<file path="src/rtl/ras_ckpt_if.sv">
// ----------------------------------------------------------------------------
// ras_ckpt_if : fetch-side bundle for the checkpointable return address stack.
//
// Signals
//   push_valid / push_target      call seen, return address to push
//   pop_valid                     return seen, pop the top entry
//   restore_valid / restore_ptr /
//   restore_count                 reload a previously captured checkpoint
//   top_valid / top_target        predicted return target (stack non-empty)
//   ckpt_ptr / ckpt_count         checkpoint of the current stack state
//   underflow                     one-cycle pulse after a pop on an empty stack
//
// Modports
//   master : fetch / backend side (drives requests, observes the stack)
//   slave  : the stack itself
// ----------------------------------------------------------------------------
interface ras_ckpt_if #(
   parameter int LOG_DEPTH    = 3,
   parameter int TARGET_WIDTH = 12
);

   logic                    push_valid;
   logic [TARGET_WIDTH-1:0] push_target;
   logic                    pop_valid;
   logic                    restore_valid;
   logic [LOG_DEPTH-1:0]    restore_ptr;
   logic [LOG_DEPTH:0]      restore_count;
   logic                    top_valid;
   logic [TARGET_WIDTH-1:0] top_target;
   logic [LOG_DEPTH-1:0]    ckpt_ptr;
   logic [LOG_DEPTH:0]      ckpt_count;
   logic                    underflow;

   modport master (
      output push_valid, push_target, pop_valid,
             restore_valid, restore_ptr, restore_count,
      input  top_valid, top_target, ckpt_ptr, ckpt_count, underflow
   );

   modport slave (
      input  push_valid, push_target, pop_valid,
             restore_valid, restore_ptr, restore_count,
      output top_valid, top_target, ckpt_ptr, ckpt_count, underflow
   );

endinterface

</file>
<file path="src/rtl/ras_ckpt.sv">
// ----------------------------------------------------------------------------
// ras_ckpt : circular, checkpointable return address stack for fetch.
//
// Fetch pushes the return address on a call and pops on a return; the top
// entry is the predicted return target. Every cycle the stack exposes its
// {ptr, count} as a checkpoint; the backend restores a captured checkpoint on
// a mispredict or flush. Entries are never copied, so a restore only reloads
// the pointer and occupancy.
//
// Ports
//   CLK            clock, rising edge
//   RST            synchronous active-high reset
//   ras (slave)    request/response bundle, see ras_ckpt_if
//   overflow_cnt   (optional) saturating count of pushes onto a full stack
//   underflow_cnt  (optional) saturating count of pops from an empty stack
//
// Build option
//   RAS_CKPT_PERF_CNT_EN  when defined, adds the two performance counters.
//
// Edge priority: RST > restore_valid > push/pop.
// ----------------------------------------------------------------------------
module ras_ckpt #(
   parameter int DEPTH        = 8,
   parameter int LOG_DEPTH    = $clog2(DEPTH),
   parameter int TARGET_WIDTH = 12
) (
   input  logic        CLK,
   input  logic        RST,
   ras_ckpt_if.slave   ras
`ifdef RAS_CKPT_PERF_CNT_EN
   ,
   output logic [15:0] overflow_cnt,
   output logic [15:0] underflow_cnt
`endif
);

   localparam logic [LOG_DEPTH:0]   CNT_FULL_C = (LOG_DEPTH+1)'(DEPTH);
   localparam logic [LOG_DEPTH:0]   CNT_ZERO_C = (LOG_DEPTH+1)'(1'b0);
   localparam logic [LOG_DEPTH:0]   CNT_ONE_C  = (LOG_DEPTH+1)'(1'b1);
   localparam logic [LOG_DEPTH-1:0] PTR_ZERO_C = LOG_DEPTH'(1'b0);
   localparam logic [LOG_DEPTH-1:0] PTR_ONE_C  = LOG_DEPTH'(1'b1);

   logic [TARGET_WIDTH-1:0] entries_r [DEPTH];
   logic [LOG_DEPTH-1:0]    ptr_r;
   logic [LOG_DEPTH:0]      count_r;
   logic                    underflow_r;

   logic [LOG_DEPTH-1:0]    ptr_nxt_s;
   logic [LOG_DEPTH:0]      count_nxt_s;
   logic                    underflow_nxt_s;
   logic                    wr_en_s;
   logic [LOG_DEPTH-1:0]    wr_idx_s;
   logic [LOG_DEPTH-1:0]    top_idx_s;
   logic                    empty_s;
   logic                    full_s;
   logic                    ovf_evt_s;
   logic                    unf_evt_s;

   // ptr points at the next free slot, so the top lives one below it (mod DEPTH)
   assign top_idx_s = ptr_r - PTR_ONE_C;
   assign empty_s   = (count_r == CNT_ZERO_C);
   assign full_s    = (count_r == CNT_FULL_C);

   // Next-state decode: restore wins over push/pop; underflow is a one-cycle pulse
   always_comb begin
      ptr_nxt_s       = ptr_r;
      count_nxt_s     = count_r;
      underflow_nxt_s = 1'b0;
      wr_en_s         = 1'b0;
      wr_idx_s        = ptr_r;
      ovf_evt_s       = 1'b0;
      unf_evt_s       = 1'b0;

      if (ras.restore_valid) begin
         // An out-of-range occupancy is clamped rather than trusted
         ptr_nxt_s = ras.restore_ptr;
         if (ras.restore_count > CNT_FULL_C) begin
            count_nxt_s = CNT_FULL_C;
         end else begin
            count_nxt_s = ras.restore_count;
         end
      end else if (ras.push_valid && ras.pop_valid && !empty_s) begin
         // Return-then-call: replace the top in place, depth unchanged
         wr_en_s  = 1'b1;
         wr_idx_s = top_idx_s;
      end else if (ras.push_valid) begin
         // A push onto a full stack silently overwrites the oldest entry
         wr_en_s   = 1'b1;
         wr_idx_s  = ptr_r;
         ptr_nxt_s = ptr_r + PTR_ONE_C;
         if (full_s) begin
            count_nxt_s = CNT_FULL_C;
            ovf_evt_s   = 1'b1;
         end else begin
            count_nxt_s = count_r + CNT_ONE_C;
         end
      end else if (ras.pop_valid) begin
         if (empty_s) begin
            underflow_nxt_s = 1'b1;
            unf_evt_s       = 1'b1;
         end else begin
            ptr_nxt_s   = ptr_r - PTR_ONE_C;
            count_nxt_s = count_r - CNT_ONE_C;
         end
      end else begin
         ptr_nxt_s   = ptr_r;
         count_nxt_s = count_r;
      end
   end

   // Pointer, occupancy and underflow pulse registers
   always_ff @(posedge CLK) begin
      if (RST) begin
         ptr_r       <= PTR_ZERO_C;
         count_r     <= CNT_ZERO_C;
         underflow_r <= 1'b0;
      end else begin
         ptr_r       <= ptr_nxt_s;
         count_r     <= count_nxt_s;
         underflow_r <= underflow_nxt_s;
      end
   end

   // Entry storage; cleared on reset so top_target reads zero afterwards
   always_ff @(posedge CLK) begin
      if (RST) begin
         for (int i = 0; i < DEPTH; i++) begin
            entries_r[i] <= {TARGET_WIDTH{1'b0}};
         end
      end else if (wr_en_s) begin
         entries_r[wr_idx_s] <= ras.push_target;
      end
   end

`ifdef RAS_CKPT_PERF_CNT_EN
   logic [15:0] overflow_cnt_r;
   logic [15:0] underflow_cnt_r;

   // Saturating event counters; restore cycles never raise an event
   always_ff @(posedge CLK) begin
      if (RST) begin
         overflow_cnt_r  <= 16'h0000;
         underflow_cnt_r <= 16'h0000;
      end else begin
         if (ovf_evt_s && (overflow_cnt_r != 16'hFFFF)) begin
            overflow_cnt_r <= overflow_cnt_r + 16'h0001;
         end
         if (unf_evt_s && (underflow_cnt_r != 16'hFFFF)) begin
            underflow_cnt_r <= underflow_cnt_r + 16'h0001;
         end
      end
   end

   assign overflow_cnt  = overflow_cnt_r;
   assign underflow_cnt = underflow_cnt_r;
`else
   // Event strobes only feed the optional counters
   logic unused_evt_s;
   assign unused_evt_s = ovf_evt_s ^ unf_evt_s;
`endif

   // Outputs depend on registered state only
   assign ras.top_valid  = !empty_s;
   assign ras.top_target = entries_r[top_idx_s];
   assign ras.ckpt_ptr   = ptr_r;
   assign ras.ckpt_count = count_r;
   assign ras.underflow  = underflow_r;

endmodule

</file>
<file path="src/flat_wrapper.sv">
// flat-port wrapper written by rule: the top's interface ports become plain ports
module ras_ckpt_flat 
#(
   parameter int DEPTH        = 8,
   parameter int LOG_DEPTH    = $clog2(DEPTH),
   parameter int TARGET_WIDTH = 12
)
  (CLK, RST, ras_push_valid, ras_push_target, ras_pop_valid, ras_restore_valid, ras_restore_ptr, ras_restore_count, ras_top_valid, ras_top_target, ras_ckpt_ptr, ras_ckpt_count, ras_underflow);
  ras_ckpt_if #(.LOG_DEPTH(LOG_DEPTH), .TARGET_WIDTH(TARGET_WIDTH)) ras_i ();
  input  logic CLK;
  input  logic RST;
  input wire logic [$bits(ras_i.push_valid)-1:0] ras_push_valid;
  input wire logic [$bits(ras_i.push_target)-1:0] ras_push_target;
  input wire logic [$bits(ras_i.pop_valid)-1:0] ras_pop_valid;
  input wire logic [$bits(ras_i.restore_valid)-1:0] ras_restore_valid;
  input wire logic [$bits(ras_i.restore_ptr)-1:0] ras_restore_ptr;
  input wire logic [$bits(ras_i.restore_count)-1:0] ras_restore_count;
  output wire logic [$bits(ras_i.top_valid)-1:0] ras_top_valid;
  output wire logic [$bits(ras_i.top_target)-1:0] ras_top_target;
  output wire logic [$bits(ras_i.ckpt_ptr)-1:0] ras_ckpt_ptr;
  output wire logic [$bits(ras_i.ckpt_count)-1:0] ras_ckpt_count;
  output wire logic [$bits(ras_i.underflow)-1:0] ras_underflow;
  assign ras_i.push_valid = ras_push_valid;
  assign ras_i.push_target = ras_push_target;
  assign ras_i.pop_valid = ras_pop_valid;
  assign ras_i.restore_valid = ras_restore_valid;
  assign ras_i.restore_ptr = ras_restore_ptr;
  assign ras_i.restore_count = ras_restore_count;
  assign ras_top_valid = ras_i.top_valid;
  assign ras_top_target = ras_i.top_target;
  assign ras_ckpt_ptr = ras_i.ckpt_ptr;
  assign ras_ckpt_count = ras_i.ckpt_count;
  assign ras_underflow = ras_i.underflow;
  ras_ckpt #(.DEPTH(DEPTH), .LOG_DEPTH(LOG_DEPTH), .TARGET_WIDTH(TARGET_WIDTH)) u_core (.CLK(CLK), .RST(RST), .ras(ras_i));
endmodule
</file>
<file path="config.mk">
export PLATFORM = sky130hd
export DESIGN_NAME = ras_ckpt_flat
export DESIGN_NICKNAME = d
export VERILOG_FILES = /design/src/rtl/ras_ckpt_if.sv /design/src/rtl/ras_ckpt.sv /design/src/flat_wrapper.sv
export SDC_FILE = /design/constraint.sdc
export NUM_CORES = 1
export LEC_CHECK = 0
export BUFFER_PORTS_ARGS = -buffer_cell sky130_fd_sc_hd__buf_2
export CAP_MARGIN = 20
export CORE_MARGIN = 3
export CORE_UTILIZATION = 49
export DETAILED_ROUTE_END_ITERATION = 10
export PLACE_DENSITY = 0.7
export REMOVE_ABC_BUFFERS = 1
export SLEW_MARGIN = 20
export SYNTH_ARGS = -nofsm -noshare
export SYNTH_HDL_FRONTEND = slang
export SYNTH_SLANG_ARGS = --single-unit
</file>
<file path="constraint.sdc">
create_clock -name CLK -period 3.3 [get_ports CLK]
set_clock_uncertainty 0.05 [all_clocks]
set_input_delay 0.825 -clock CLK [delete_from_list [all_inputs] [get_ports CLK]]
set_output_delay 0.825 -clock CLK [all_outputs]
set_load 0.05 [all_outputs]
</file>
== Word level (Yosys, flattened, before mapping) ==
Memories as Yosys holds them, arrays and structs flattened.
Cells that the tools add are included.
Word-level totals
  bits in registers: 8
  memory bits (writable): 96
  word-level logic and storage cells: 47
  memories: 1
Memories
  u_core.entries_r: words 8, width 12, rd ports 1, clocked after memory_dff 0, write ports 8, line ras_ckpt.sv:43  | logic [TARGET_WIDTH-1:0] entries_r [DEPTH];
Cells by class
  add/subtract/negate cells: 4
  $lt $le $gt $ge: 1
  equal/unequal tests: 3
  muxes and demuxes: 26
  bitwise gates (word level): 1
  reductions and logical operators: 8
Operator list (number)
  two-way mux 4 bit: 7
  two-way mux 3 bit: 8
  two-way mux 12 bit: 1
  OR reduction 12 bit: 1
  two-way mux 1 bit: 10
  OR reduction 5 bit: 1
  adder 4 x 1 -> 4 bit (second input constant): 1
  == test 4 bit (second input constant): 1
  > comparator 4 bit (second input constant): 1
  zero test 4 bit: 1
  subtractor 4 x 1 -> 4 bit (second input constant): 1
  adder 3 x 1 -> 3 bit (second input constant): 1
  inequality test 3 bit (second input constant): 1
  AND reduction 3 bit: 1
  nonzero test 3 bit: 1
  subtractor 3 x 1 -> 3 bit (second input constant): 1
  logical AND 1 bit: 2
  inequality test 2 bit (second input constant): 1
  zero test 1 bit: 1
  inverter 1 bit: 1

== Depth between registers and ports, before layout ==
  depth in word-level cells: 10
  mapped depth: 9
  depth with buffers taken out: 7

== Worst setup path before layout ==
No wires, ideal clock.
  path kind: reg-to-output
  from: register u_core.ptr_r[0] (netlist: u_core.ras.ckpt_ptr[0])
  to: output port ras_top_target[10]
  arrival: 2.555 ns
  data required time: 2.425 ns
  slack: -0.130 ns
  stages on the path, launching flop included: 8
  cell sequence: dfxtp_1 > clkbuf_8 > inv_1 > ha_1 > buf_2 > clkbuf_1 > mux4_2 > mux2_2
On the way
  cells in the longest elaborated chain, start to end: 2
Ends and longest elaborated chain
  from (decl): line ras_ckpt.sv:44  | logic [LOG_DEPTH-1:0] ptr_r;
  from (signal assigned): line ras_ckpt.sv:118  | ptr_r <= ptr_nxt_s;
  subtractor 3 x 1 -> 3 bit: line ras_ckpt.sv:60  | assign top_idx_s = ptr_r - PTR_ONE_C;
  memory read (8 x 12 bit)
  to (decl): line flat_wrapper.sv:19  | output wire logic [$bits(ras_i.top_target)-1:0] ras_top_target;
Every way passes these cells.

== Final worst setup path ==
  from: register u_core.ptr_r[0] (netlist: u_core.ras.ckpt_ptr[0])
  to: output port ras_top_target[1]
Same word-level chain as after synthesis.

==> results.py <==
metrics = {
    "place": {
        "place_area_um2": 5640,
        "place.port_buffers": 44,
        "gp_congestion": 0.796,
        "dp_hpwl_mm": 7.35,
        "placed_cells": 531,
    },
    "setup_path": {
        "path_class": "reg -> out",
        "endpoint": "ras_top_target[1]",
        "worstSetupStartpoint": "u_core.ras.ckpt_ptr[0]$_SDFFE_PP0P_",
        "startpoint_type": "flip-flop",
        "arrival_ns": 2.26,
        "worst-path-buf-inv": 2,
        "worstRegToRegCells": 7,
        "worst-r2r-setup-slack_ns": 0.47,
        "worst-path-max-fanout": 28,
        "end_kind": "output pin",
        "cp_top_family": "multiplexers",
        "reg2reg_to": "u_core.entries_r[1][3]$_SDFFCE_PN0P_",
        "slowest_delay_ns": 0.59,
        "cp.depth": 4,
        "cp_slowest_cell": "mux4_2",
        "cp.required_ns": 2.42,
        "reg2reg_from": "u_core.ras.ckpt_count[0]$_SDFFE_PP0P_",
        "crit_path_cell_trace": "buf_4, mux4_2, mux2_2, buf_2",
    },
    "floorplan": {
        "initial_core_util_pct": 50.6,
        "dieArea_um2": 12000,
        "die_h_um": 110,
        "fp.dieW_um": 110,
        "coreArea_um2": 10400,
        "placementRows": 37,
        "ios": 45,
    },
    "routing": {
        "vias_per_cell": 5.91,
        "vias": 3234,
        "first_pass_iters": 5,
        "routed_wl_mm": 11.3,
        "route.detailed.drc": 0,
        "routedWlPerCell_um": 20.6,
        "antenna_left": 0,
        "drt_iter0_drc": 164,
    },
    "cells_and_area": {
        "n_antenna_cell": 0,
        "fin_area_um2": 5870,
        "drive_gt1_share_pct": 34.1,
        "final_common_cell": "edfxtp_1",
        "final_cell_mix": "edfxtp_1, and3_1, buf_2, mux4_2, buf_4",
        "finalNetCount": 434,
        "final_cells": 547,
        "area_growth_pct": 11.3,
    },
    "timing": {
        "setup_viol": 0,
        "tightest_slew_ns": 0.945,
        "final_max_slew_viol_count": 0,
        "slew_headroom_pct": 37.0,
        "grt_setup_unrepaired": "no",
        "finalCriticalPeriod_ns": 3.13,
        "period_share_pct": 94.9,
        "max_freq_mhz": 319,
        "final_hold_viol_count": 0,
    },
    "clocking": {
        "cts_buffer_depth": 2,
        "cts_buffers": 9,
        "path_clk_slew_ns": 0.10,
        "insertion_delay_ns": 0.36,
        "ctsHoldBuffers": 0,
        "cts_max_level": 3,
        "clkSinkCount": 104,
        "cts_tree": "built",
        "postCtsSetupRepairBufs": 0,
        "cts-root-buf": "clkbuf_8",
    },
    "min_path": {
        "hold_class": "reg -> reg",
    },
    "synthesis": {
        "synth_top_area_share_pct": 54.6,
        "synth-edff-count": 96,
        "syn_avg_cell_area_um2": 14.8,
        "yosys_warnings": 0,
        "synth-seq-area-share_pct": 57.7,
        "synth_ff_type": "edfxtp_1",
        "netlist_area_um2": 5280,
        "ys_types": 56,
        "synth-seq-cells": 104,
        "synth_area_leaders": "edfxtp_1, and3_1, mux4_2",
        "async_reset_ff_share_pct": 0,
        "synthCells": 357,
        "synth_top_area_cell": "edfxtp_1",
    },
    "status": {
        "status": "complete, no violations",
    },
    "pwr": {
        "total_power_uw": 3260,
        "power_density_nw_per_um2": 556,
        "p_leak_uw": 0.00257,
        "ir_drop_mv": 0.235,
    },
    "global_routing": {
        "busiest_layer": "met2",
        "antenna_found_initial": 0,
        "grt.overflow.total": 0,
        "grt_max_degree": 29,
        "grt_pass1_vias": 3318,
        "grtUsageMet1_pct": 27.5,
        "grt_pass1_wl_mm": 18.1,
        "grt_use_met3_pct": 3.64,
        "met2_usage_pct": 33.5,
        "grtUsageTotal_pct": 20.3,
    },
    "job": {
        "drv_cap": 0,
    },
}
==> synth_stat cells, drive strengths merged (3+ instances only) <==
cell / n
and3: 96
edfxtp: 96
mux4: 24
buf: 23
mux2: 12
a21o: 8
dfxtp: 8
inv: 8
nor2: 8
clkbuf: 7
nand2: 5
nor3: 5
ha: 4
o211ai: 4
o21ai: 4
a21oi: 3
mux2i: 3
nand3: 3
nor2b: 3
o2111ai: 3
==> cells by family after synthesis <==
group	share of synthesized area, %
and+or+nand+nor	16.2
DFF	57.7
muxes	13.4
buffers and inverters	5.08
AOI/OAI and AO/OA	6.02
xor gates and xnor gates	0.664
adders and majority gates	0.949
==> area by class of cell <==
| cell class | instances | area, um^2 |
|---|---|---|
| multi-input cells | 215 | 1970 |
| flip-flops and latches | 104 | 3040 |
| clock buffers | 11 | 131 |
| fillers | 860 | 4540 |
| inverters | 8 | 32.5 |
| well taps | 136 | 170 |
| repair buffers | 68 | 425 |
| clock inverters | 5 | 103 |
==> power by group <==
part / internal [uW] / switching (uW)
Clock: 506 / 428
Sequential: 1500 / 29.6
Combinational: 279 / 521
Total: 2280 / 979
==> per-layer routing <==
metal,up-vias,wire (um)
li1,1511,-
met1,1603,4590
met2,110,5800
met3,10,782
met4,0,103
met5,-,0
==> worst min-delay path by stage <==
| stage | start | to | slack (ns) | cells past startpoint |
|---|---|---|---|---|
| detailed placement | u_core.ras.ckpt_count[1]$_SDFFE_PP0P_ | u_core.ras.ckpt_count[1]$_SDFFE_PP0P_ | 0.50 | 2 |
| global route | u_core.ras.ckpt_count[1]$_SDFFE_PP0P_ | u_core.ras.ckpt_count[1]$_SDFFE_PP0P_ | 0.56 | 2 |
| CTS | u_core.ras.ckpt_count[1]$_SDFFE_PP0P_ | u_core.ras.ckpt_count[1]$_SDFFE_PP0P_ | 0.52 | 2 |
| floorplan | u_core.ras.ckpt_count[0]$_SDFFE_PP0P_ | u_core.ras.ckpt_count[0]$_SDFFE_PP0P_ | 0.70 | 2 |
| finish | u_core.ras.ckpt_count[1]$_SDFFE_PP0P_ | u_core.ras.ckpt_count[1]$_SDFFE_PP0P_ | 0.52 | 2 |
| global placement | u_core.ras.ckpt_count[1]$_SDFFE_PP0P_ | u_core.ras.ckpt_count[1]$_SDFFE_PP0P_ | 0.51 | 2 |
==> per-stage QoR <==
stage	utilization (%)	setup slack, ns	TNS [ns]	hold WS [ns]
global route	56.4	0.00261	0	0.559
global placement	54.1	0.333	0	0.505
detailed placement	54.1	0.271	0	0.505
CTS	56.4	0.0866	0	0.518
finish	56.4	0.169	0	0.521
floorplan	-	-1.15	-134.04	0.702
==> state kept, by name, summed over array words and instances (netlist names) <==
| signal | count |
|---|---|
| u_core.entries_r | 96 |
| u_core.ras.ckpt_count | 4 |
| u_core.ras.ckpt_ptr | 3 |
| u_core.ras.underflow | 1 |
==> worst reg2reg max path, cell delays in order (launching register included) <==
cell and delay [ns]:
dfxtp_1 0.37, inv_1 0.10, ha_1 0.23, nor3b_4 0.44
nor2_2 0.14, o31ai_4 0.78, a21o_1 0.25, buf_4 0.18
==> repair_timing <==
item | 4_1_cts | 5_1_grt
setup endpoints to repair | 12 | 10
gates resized for setup | 1 | 1
gates cloned | 0 | 0
Power figures use the tool's default switching activity.
